$ cat config.mk
export PLATFORM = sky130hd
export DESIGN_NAME = dev_bus_initiator
export DESIGN_NICKNAME = d
export VERILOG_FILES = /design/src/rtl/dev_bus_initiator.sv
export SDC_FILE = /design/constraint.sdc
export NUM_CORES = 1
export LEC_CHECK = 0
export ABC_AREA = 0
export CORE_AREA = 4 4 99 195
export DETAILED_ROUTE_END_ITERATION = 12
export DIE_AREA = 0 0 103 199
export GPL_TIMING_DRIVEN = 0
export PLACE_DENSITY = 0.55
export SLEW_MARGIN = 20
export SYNTH_ARGS = -nofsm -noshare
export SYNTH_HDL_FRONTEND = slang
export SYNTH_SLANG_ARGS = --single-unit
export TNS_END_PERCENT = 10
$ cat constraint.sdc
create_clock -name clk_i -period 2.9 [get_ports clk_i]
set_input_delay 0.58 -clock clk_i [delete_from_list [all_inputs] [get_ports clk_i]]
set_output_delay 0.58 -clock clk_i [all_outputs]
set_load 0.05 [all_outputs]
$ cat src/rtl/dev_bus_initiator.sv
// Device-bus initiator: writes operands A/B into an accelerator window, reads back
// the result, and hands it to the consumer. Each bus transfer is bounded by a timeout.
module dev_bus_initiator #(
    parameter int              XLEN      = 32,
    parameter logic [XLEN-1:0] BASE_ADDR = 32'hC4100000,
    parameter int              TIMEOUT   = 255
) (
    input  logic            clk_i,
    input  logic            rst_i,
    input  logic            cmd_valid_i,
    output logic            cmd_ready_o,
    input  logic [XLEN-1:0] cmd_a_i,
    input  logic [XLEN-1:0] cmd_b_i,
    output logic            res_valid_o,
    input  logic            res_ready_i,
    output logic [XLEN-1:0] res_data_o,
    output logic            res_err_o,
    output logic            busy_o,
    output logic            en_o,
    output logic            we_o,
    output logic [XLEN-1:0] addr_o,
    output logic [XLEN-1:0] data_o,
    input  logic            ready_i,
    input  logic [XLEN-1:0] data_i
);
    localparam int              CW     = $clog2(TIMEOUT + 2);
    localparam logic [CW-1:0]   TMO    = CW'(TIMEOUT);
    localparam logic [XLEN-1:0] ADDR_A = BASE_ADDR;
    localparam logic [XLEN-1:0] ADDR_B = BASE_ADDR + XLEN'(4);
    localparam logic [XLEN-1:0] ADDR_R = BASE_ADDR + XLEN'(8);

    typedef enum logic [2:0] {IDLE, WR_A, GAP_A, WR_B, GAP_B, RD_RES, RESP} state_t;

    state_t          state_q, state_d;
    logic [CW-1:0]   wait_q, wait_d;
    logic            en_q, en_d, we_q, we_d, res_err_q, res_err_d;
    logic [XLEN-1:0] addr_q, addr_d, data_q, data_d, b_q, b_d, res_data_q, res_data_d;

    always_ff @(posedge clk_i) begin
        if (rst_i) begin
            state_q    <= IDLE;
            wait_q     <= '0;
            en_q       <= 1'b0;
            we_q       <= 1'b0;
            addr_q     <= '0;
            data_q     <= '0;
            b_q        <= '0;
            res_data_q <= '0;
            res_err_q  <= 1'b0;
        end else begin
            state_q    <= state_d;
            wait_q     <= wait_d;
            en_q       <= en_d;
            we_q       <= we_d;
            addr_q     <= addr_d;
            data_q     <= data_d;
            b_q        <= b_d;
            res_data_q <= res_data_d;
            res_err_q  <= res_err_d;
        end
    end

    // Bus outputs are computed for the next state so that they leave the flops
    // already valid and stay untouched while a transfer waits for ready_i.
    always_comb begin
        state_d    = state_q;
        wait_d     = wait_q;
        en_d       = en_q;
        we_d       = we_q;
        addr_d     = addr_q;
        data_d     = data_q;
        b_d        = b_q;
        res_data_d = res_data_q;
        res_err_d  = res_err_q;
        unique case (state_q)
            IDLE: begin
                if (cmd_valid_i) begin
                    state_d = WR_A;
                    b_d     = cmd_b_i;
                    en_d    = 1'b1;
                    we_d    = 1'b1;
                    addr_d  = ADDR_A;
                    data_d  = cmd_a_i;
                    wait_d  = '0;
                end
            end
            WR_A, WR_B, RD_RES: begin
                // wait_q counts ready-less cycles; a ready_i seen while it equals
                // TIMEOUT still completes the transfer.
                if (ready_i || wait_q == TMO) begin
                    en_d   = 1'b0;
                    we_d   = 1'b0;
                    addr_d = '0;
                    data_d = '0;
                    if (!ready_i) begin
                        state_d    = RESP;
                        res_data_d = '0;
                        res_err_d  = 1'b1;
                    end else if (state_q == WR_A) begin
                        state_d = GAP_A;
                    end else if (state_q == WR_B) begin
                        state_d = GAP_B;
                    end else begin
                        state_d    = RESP;
                        res_data_d = data_i;
                        res_err_d  = 1'b0;
                    end
                end else begin
                    wait_d = wait_q + CW'(1);
                end
            end
            GAP_A: begin
                state_d = WR_B;
                en_d    = 1'b1;
                we_d    = 1'b1;
                addr_d  = ADDR_B;
                data_d  = b_q;
                wait_d  = '0;
            end
            GAP_B: begin
                state_d = RD_RES;
                en_d    = 1'b1;
                we_d    = 1'b0;
                addr_d  = ADDR_R;
                data_d  = '0;
                wait_d  = '0;
            end
            RESP: begin
                if (res_ready_i) state_d = IDLE;
            end
            default: state_d = IDLE;
        endcase
    end

    assign cmd_ready_o = (state_q == IDLE) && !rst_i;
    assign busy_o      = (state_q != IDLE);
    assign res_valid_o = (state_q == RESP);
    assign res_data_o  = res_data_q;
    assign res_err_o   = res_err_q;
    assign en_o        = en_q;
    assign we_o        = we_q;
    assign addr_o      = addr_q;
    assign data_o      = data_q;
endmodule

======== After elaboration in Yosys (flattened, before gate mapping) ========
Cells that the tools add are included.
storage, ports and cells
  output and inout port bits .............. 102
  memories kept ........................... 0
  input bits .............................. 101
  word-level logic and storage cells ...... 63
  memory bits (read-only) ................. 0
  bits in latches ......................... 0
  register bits after elaboration ......... 143
  bits in writable memories ............... 0
operators by class
  order comparisons ....................... 0
  add/subtract/negate cells ............... 1
  mux-type cells .......................... 25
  eq/ne operators ......................... 13
  shift-type cells ........................ 0
  bitwise logic cells ..................... 0
  divide/modulo/power cells ............... 0
  $mul .................................... 0
  reduce and logical (&&, ||, !) cells .... 15
operators by type and width
  cell                                                 count
  case mux 32 bit (4 select lines)                     2
  two-way mux 32 bit                                   6
  case mux 9 bit (3 select lines)                      1
  two-way mux 9 bit                                    2
  two-way mux 3 bit                                    5
  case mux 3 bit (5 select lines)                      1
  AND reduction 3 bit                                  4
  != test 2 bit, second input constant                 5
  adder 9 x 1 -> 9 bit, second input constant          1
  equality test 3 bit, second input constant           3
  equality test 9 x 8 -> 1 bit, second input constant  1
  equality test 3 x 2 -> 1 bit, second input constant  2
  nonzero test 3 bit                                   2
  two-way mux 1 bit                                    5
  case mux 1 bit (4 select lines)                      1
  AND reduction 4 bit                                  1
  nonzero test 4 bit                                   1
  equality test 3 x 1 -> 1 bit, second input constant  1
  zero test 3 bit                                      1
  case mux 1 bit (3 select lines)                      1
  OR reduction 3 bit                                   1
  two-way mux 2 bit                                    1
  != test 2 x 1 -> 1 bit, second input constant        1
  AND reduction 2 bit                                  1
  4 further kinds                                      4

======== Logic depth before layout (Yosys ltp) ========
Gate-level depths: netlist of the first run.
  depth after elaboration ................. 6
  depth in mapped cells ................... 11
  mapped depth without buffers ............ 9

======== Worst setup path before layout of the first run ========
Ideal clock, no wire load.
  path kind ............................... register -> output
  start ................................... register state_q[1]
  end ..................................... output port cmd_ready_o
  required time ........................... 2.320 ns
  cell stages (with the launch flop) ...... 5
  data arrival time ....................... 1.996 ns
  path slack .............................. 0.324 ns
  buffers on the path ..................... 2
  cells stage by stage .................... dfxtp_1 -> buf_2 -> buf_1 -> or3_1 -> nor2_1
on the way
  cells in the longest elaborated chain, start to end .. 2
RTL lines
  item                      line  RTL
  start: declaration        34    state_t state_q, state_d;
  start signal: assignment  51    state_q <= state_d;
  zero test 3 bit           135   assign cmd_ready_o = (state_q == IDLE) && !rst_i;
  logical AND 1 bit         135
  end: declaration          11    output logic cmd_ready_o,
No other way between the ends.

======== Worst setup path in the final report of the first run ========
  start ................................... input port rst_i
  end ..................................... output port cmd_ready_o
on the way
  cells in the longest elaborated chain, start to end .. 2
RTL lines
  item                line  RTL
  start: declaration  9     input logic rst_i,
  zero test 1 bit     135
  logical AND 1 bit   135
No other way between the ends.

==> out/qor.yml, run 1 <==
status: "completed"
avgSynthCellArea_um2: 8.70
cts_root_buf: "clkbuf_16"
gr-total-overflow: 0
grt_pass1_wl_mm: 27.4
netlist_instances: 609
max-slew-margin-rel: 0.547
numCtsBuffers: 17
fp.dieH_um: 199
h-tree-depth: 4
wl_mm: 18.0
slew_violations: 0
cpMostUsedCell: "clkbuf_1"
crit_slowest_cell: "clkbuf_1"
core_um2: 17800
slowest_delay_ns: 0.50
cts.path.max_buffers: 2
synth_top_cell_by_area: "dfxtp_1"
hold_start: "res_data_o[26]$_SDFFE_PP0P_"
holdPathEnd: "res_data_o[26]$_SDFFE_PP0P_"
p_per_area_nw_per_um2: 647
cp.arrival_ns: 2.28
cts.clk_slew.worst_paths_ns: 0.05
place_area_um2: 7410
holdPathStages: 2
synth-main-ff-cell: "dfxtp_1"
synth_seq_cells: 114
register_area_um2: 2280
rr_worst_depth: 10
grt_max_degree: 17
die_w_um: 103
drt_iter0_drc: 128
power_leakage_nw: 3.05
fin_nets: 931
start_kind: "input port"
pre_cts_ws_ns: -0.462
grt_pass1_vias: 5131
fillers: 1768
gp_congestion: 0.777
drive_gt1_frac: 0.183
path_max_fanout: 10
period_needed_ns: 2.86
r2r_start: "wait_q[0]$_SDFFE_PP0P_"
fin_skew_ns: 0.0110
area_delta_synth_final_pct: 52.5
hold_path.class: "reg2reg"
critical_path_class: "in2out"
synth_cell_types: 46
tritoncts: "done"
dpl.hpwl_mm: 13.7
final_hold_viol_count: 0
period_share: 0.986
r2r_slack_ns: 0.17
grt.total_usage: 0.177
yosys_warnings: 0
synth_area_um2: 5300
ys_seq_area_frac: 0.430
insertion_delay_ns: 0.42
cp.required_ns: 2.32
remaining_drc_errors: 0
synth_top_area_frac: 0.430
setup_ws_ns: 0.0419
ant_nets: 0
antenna_found_initial: 1
vias: 5078
r2r_end: "res_data_o[11]$_SDFFE_PP0P_"
yosysMostFrequentCell: "dfxtp_1"
tns_ns: 0
worstMarginPinSlew_ns: 0.680
via_per_inst: 4.82
rsz0062_at_grt: "yes"
async_flop_share: 0
synth_common_cells: "114 x dfxtp_1, 103 x nand2_1, 73 x a21oi_1, 53 x nor2_1, 34 x nor3_1"
cts_sinks: 114
io_pins: 203
ir_drop_v: 0.000344
setup-violations-final: 0
cts_hold_buf: 0
multi_input_area_um2: 2630
routedWlPerCell_um: 17.0
die_area_um2: 20500
fmax_mhz: 350
portBuffers: 175
final_cell_area_um2: 8090
cp-end-kind: "output pin"
dr.pass1.iters: 4
fin_util: 0.455
synthTopCellsByArea: "dfxtp_1 43%, a221oi_2 7.4%, nand2_1 7.3%"
crit_chain: "clkbuf_1 -> clkbuf_1 -> clkbuf_2 -> nor2_1 -> dlygate4sd2_1"
synth_edf_count: 0
std_cell_rows: 69
maxCapViolCount: 0
start_util: 0.298
worst max-delay path, delay by kind of cell:
family	cells	cell delay [ns]
buf+inv	4	1.60
simple gates	1	0.09
layer usage:
| layer | routed length (um) | track usage | vias up | part of all wire |
|---|---|---|---|---|
| met4 | 738 | 0.0994 | 0 | 0.041 |
| met3 | 1080 | 0.0446 | 40 | 0.060 |
| met2 | 9730 | 0.321 | 172 | 0.54 |
| li1 | - | - | 2553 | - |
| met5 | 0 | 0 | - | 0 |
| met1 | 6400 | 0.177 | 2313 | 0.36 |
registers in the layout (all words and copies together) (netlist names):
signal,count
addr_o,3
b_q,32
res_data_o,32
res_err_o,1
wait_q,9
we_o,1
en_o,1
state_q,3
data_o,32
worst max-delay path by stage:
stage,from,endpoint,slack [ns],cells past startpoint
2_1_floorplan,state_q[1]$_SDFFE_PP0P_,cmd_ready_o,0.32,4
3_3_place_gp,rst_i,cmd_ready_o,-0.50,5
3_5_place_dp,rst_i,cmd_ready_o,-0.46,5
4_1_cts,rst_i,cmd_ready_o,0.01,5
5_1_grt,rst_i,cmd_ready_o,-0.11,5
6_report,rst_i,cmd_ready_o,0.04,5
placed cells by master, fill, tap and decap left out, types with 2 or more instances in the layout:
cell type        netlist  final
a21oi_1               73     73
a221oi_1               7      7
a221oi_2              26     25
a22oi_1                3      3
a2bb2oi_1              2      2
a31oi_1                2      2
and3_1                 5      5
buf_2                 16     17
buf_4                 33     33
buf_6                  5      5
bufinv_16              0      6
clkbuf_1              26     27
clkbuf_16              0     17
clkbuf_2               0      2
clkdlybuf4s50_1        0    173
clkinv_2               0      4
conb_1                 1     26
dfxtp_1              114    114
dlygate4sd2_1          0      2
inv_1                  2      2
mux2_2                33     33
nand2_1              103    103
nand3_1                2      2
nand3b_1               2      2
nand4_1               32     32
nor2_1                53     53
nor3_1                34     34
o21ai_0                5      5
o31ai_1                2      2
or3_1                  2      2
or4_1                  2      2
metrics by stage:
step | hold slack, ns | instances | power, mW
floorplan | 0.433 | 634 | 2.50
global placement | 0.438 | 1022 | 2.92
detailed placement | 0.444 | 1022 | 2.93
CTS | 0.452 | 1053 | 5.30
global route | 0.468 | 1054 | 5.45
finish | 0.448 | 1054 | 5.23
layout make-up:
cell class,count,share of cell area
Antenna cell,1,0.000309
Buffer,83,0.0614
Clock buffer,20,0.0552
Clock inverter,11,0.0258
Inverter,2,0.000928
Multi-Input combinational cell,435,0.325
Sequential cell,114,0.282
Tap cell,213,0.0330
Timing Repair Buffer,175,0.216
power by group:
part           total [mW]  leakage, nW  switching [mW]  internal, mW
Clock                2.35        0.324           0.726          1.62
Sequential           1.72        0.932          0.0557          1.67
Combinational        1.16         1.79           0.705         0.458
timing repair:
item / 4_1_cts / 5_1_grt
setup buffers: 0 / 0
setup endpoints to repair: 2 / 41
resized for setup: 4 / 3
kinds of logic after synthesis:
kind of cell / Yosys count / share of synthesized area
adders and majority gates: 2 / 0.00472
AOI/OAI and AO/OA: 129 / 0.186
and+or+nand+nor: 244 / 0.211
DFF: 114 / 0.430
muxes: 34 / 0.0720
other: 1 / 0.000707
buffers and inverters: 85 / 0.0944
No activity file was read; power rests on OpenSTA's default activity.
==> run 2: changes to the inputs <==
--- a/config.mk
+++ b/config.mk
@@ -11,6 +11,7 @@
 export DIE_AREA = 0 0 103 199
 export GPL_TIMING_DRIVEN = 0
 export PLACE_DENSITY = 0.55
+export SKIP_LAST_GASP = 1
 export SLEW_MARGIN = 20
 export SYNTH_ARGS = -nofsm -noshare
 export SYNTH_HDL_FRONTEND = slang
==> constraint.sdc (replaced) <==
create_clock -name clk_i -period 3.7 [get_ports clk_i]
set_input_delay 0.74 -clock clk_i [delete_from_list [all_inputs] [get_ports clk_i]]
set_output_delay 0.74 -clock clk_i [all_outputs]
set_load 0.05 [all_outputs]
==> run 2 against run 1 <==
Setup slack gained 0.19 ns. Clock skew is essentially flat. Global-route usage is the same. Critical path type unchanged.
==> out/qor.yml, run 2 (synthesis results as in run 1) <==
antenna_found_initial: 1  # unchanged
portBuffers: 175  # unchanged
maxCapViolCount: 0  # unchanged
gp_congestion: 0.777  # unchanged
die_w_um: 103  # unchanged
critical_path_class: "in2out"  # unchanged
ir_drop_v: 0.000270  # was 0.000344 V
remaining_drc_errors: 0  # unchanged
cp-end-kind: "output pin"  # unchanged
drt_iter0_drc: 140  # was 128
cts.path.max_buffers: 2  # unchanged
fin_skew_ns: 0.0108  # was 0.0110 ns
worstMarginPinSlew_ns: 0.672  # was 0.680 ns
p_per_area_nw_per_um2: 508  # was 647 nW/um2
status: "completed"  # unchanged
h-tree-depth: 4  # unchanged
layout_commonest_cell: "clkdlybuf4s50_1"  # unchanged
start_kind: "input port"  # unchanged
fin_util: 0.454  # was 0.455
dpl.hpwl_mm: 13.7  # unchanged
period_needed_ns: 3.47
vias: 5068  # was 5078
grt_pass1_wl_mm: 27.4  # unchanged
grt_max_degree: 17  # unchanged
cts.clk_slew.worst_paths_ns: 0.05  # about the same
fmax_mhz: 288
area_delta_synth_final_pct: 52.3  # was 52.5%
grt_pass1_vias: 5131  # unchanged
std_cell_rows: 69  # unchanged
mostFrequentLayoutCells: "175 x clkdlybuf4s50_1, 114 x dfxtp_1, 103 x nand2_1, 73 x a21oi_1, 53 x nor2_1"  # was 173 x clkdlybuf4s50_1, 114 x dfxtp_1, 103 x nand2_1, 73 x a21oi_1, 53 x nor2_1
tritoncts: "done"  # unchanged
via_per_inst: 4.81  # was 4.82
gr-total-overflow: 0  # unchanged
post_cts_buffers: 0  # unchanged
start_util: 0.298  # unchanged
io_pins: 203  # unchanged
cp.required_ns: 2.96  # was 2.32 ns
final_hold_viol_count: 0  # unchanged
layout.cells.non_filler: 1054  # unchanged
finalPower_mw: 4.10  # was 5.23 mW
ant_nets: 0  # unchanged
tns_ns: 0  # unchanged
cts_hold_buf: 0  # unchanged
grt.total_usage: 0.177  # unchanged
fin_nets: 931  # unchanged
wl_mm: 17.9  # was 18.0 mm
fp.dieH_um: 199  # unchanged
cp.arrival_ns: 2.73  # was 2.28 ns
insertion_delay_ns: 0.42  # about the same
numCtsBuffers: 17  # unchanged
routedWlPerCell_um: 17.0  # about the same
slew_violations: 0  # unchanged
die_area_um2: 20500  # unchanged
drive_gt1_frac: 0.180  # was 0.183
cts_root_buf: "clkbuf_16"  # unchanged
power_leakage_nw: 3.03  # was 3.05 nW
setup-violations-final: 0  # unchanged
dr.pass1.iters: 4  # unchanged
core_um2: 17800  # unchanged
cts_sinks: 114  # unchanged
path_max_fanout: 10  # unchanged
dpl.cell_count: 1022  # unchanged
max-slew-margin-rel: 0.552  # was 0.547
rsz0062_at_grt: "no"  # was yes
period_share: 0.937
hold_path.class: "reg2reg"  # unchanged
## run 2: cell count changes in the layout (fill, tap and decap cells not counted)
cell             before  now
dlygate4sd2_1         2    0
a221oi_2             25   26
clkdlybuf4s50_1     173  175
buf_2                17   16
ha_2                  1    0
clkbuf_2              2    1
buf_1                 1    3
a221oi_4              1    0
ha_1                  1    2
## run 2: critical path, cell delays in order
cell and delay [ns]:
clkbuf_1 0.28, clkbuf_1 0.50, clkbuf_2 0.39, nor2_1 0.09, clkdlybuf4s50_1 0.72
## run 2: layer usage
layer / global-route usage / up-vias / share of wire
met1: 0.177 / 2308 / 0.36
li1: - / 2553 / -
met4: 0.0994 / 0 / 0.041
met2: 0.321 / 168 / 0.54
met5: 0 / - / 0
met3: 0.0446 / 39 / 0.060
## run 2: report_power, final
group | switching (mW) | leakage (nW) | internal (mW)
combinational | 0.551 | 1.78 | 0.359
sequential | 0.0434 | 0.932 | 1.31
clock | 0.571 | 0.324 | 1.27
total | 1.17 | 3.03 | 2.94
## run 2: worst paths after layout
path | slack (ns) | end | from | cells past startpoint
max reg2reg | 0.91 | data_o[28]$_SDFFE_PP0P_ | wait_q[0]$_SDFFE_PP0P_ | 10
min reg2reg | 0.45 | res_data_o[26]$_SDFFE_PP0P_ | res_data_o[26]$_SDFFE_PP0P_ | 2
max | 0.23 | cmd_ready_o | rst_i | 5
min | 0.45 | res_data_o[26]$_SDFFE_PP0P_ | res_data_o[26]$_SDFFE_PP0P_ | 2
## run 2: stage by stage
step	hold WS, ns	instance area, um2	worst slack, ns
5_1_grt	0.468	8070	0.0757
3_3_place_gp	0.438	7410	-0.0195
2_1_floorplan	0.433	5400	0.964
3_5_place_dp	0.444	7410	0.0176
4_1_cts	0.452	8070	0.0151
6_report	0.448	8070	0.231
## run 2: final cells by class
type / instances / area [um2]
flip-flops and latches: 114 / 2280
inverters: 2 / 7.51
clock buffers: 20 / 447
multi-input cells: 435 / 2610
fillers: 1771 / 9710
diodes: 1 / 2.50
clock inverters: 11 / 209
well taps: 213 / 267
repair buffers: 175 / 1750
plain buffers: 83 / 494
## run 2: timing repair
item,CTS,global route
hold endpoints to repair,0,0
gates resized for setup,0,2
endpoints found under the setup margin,0,1
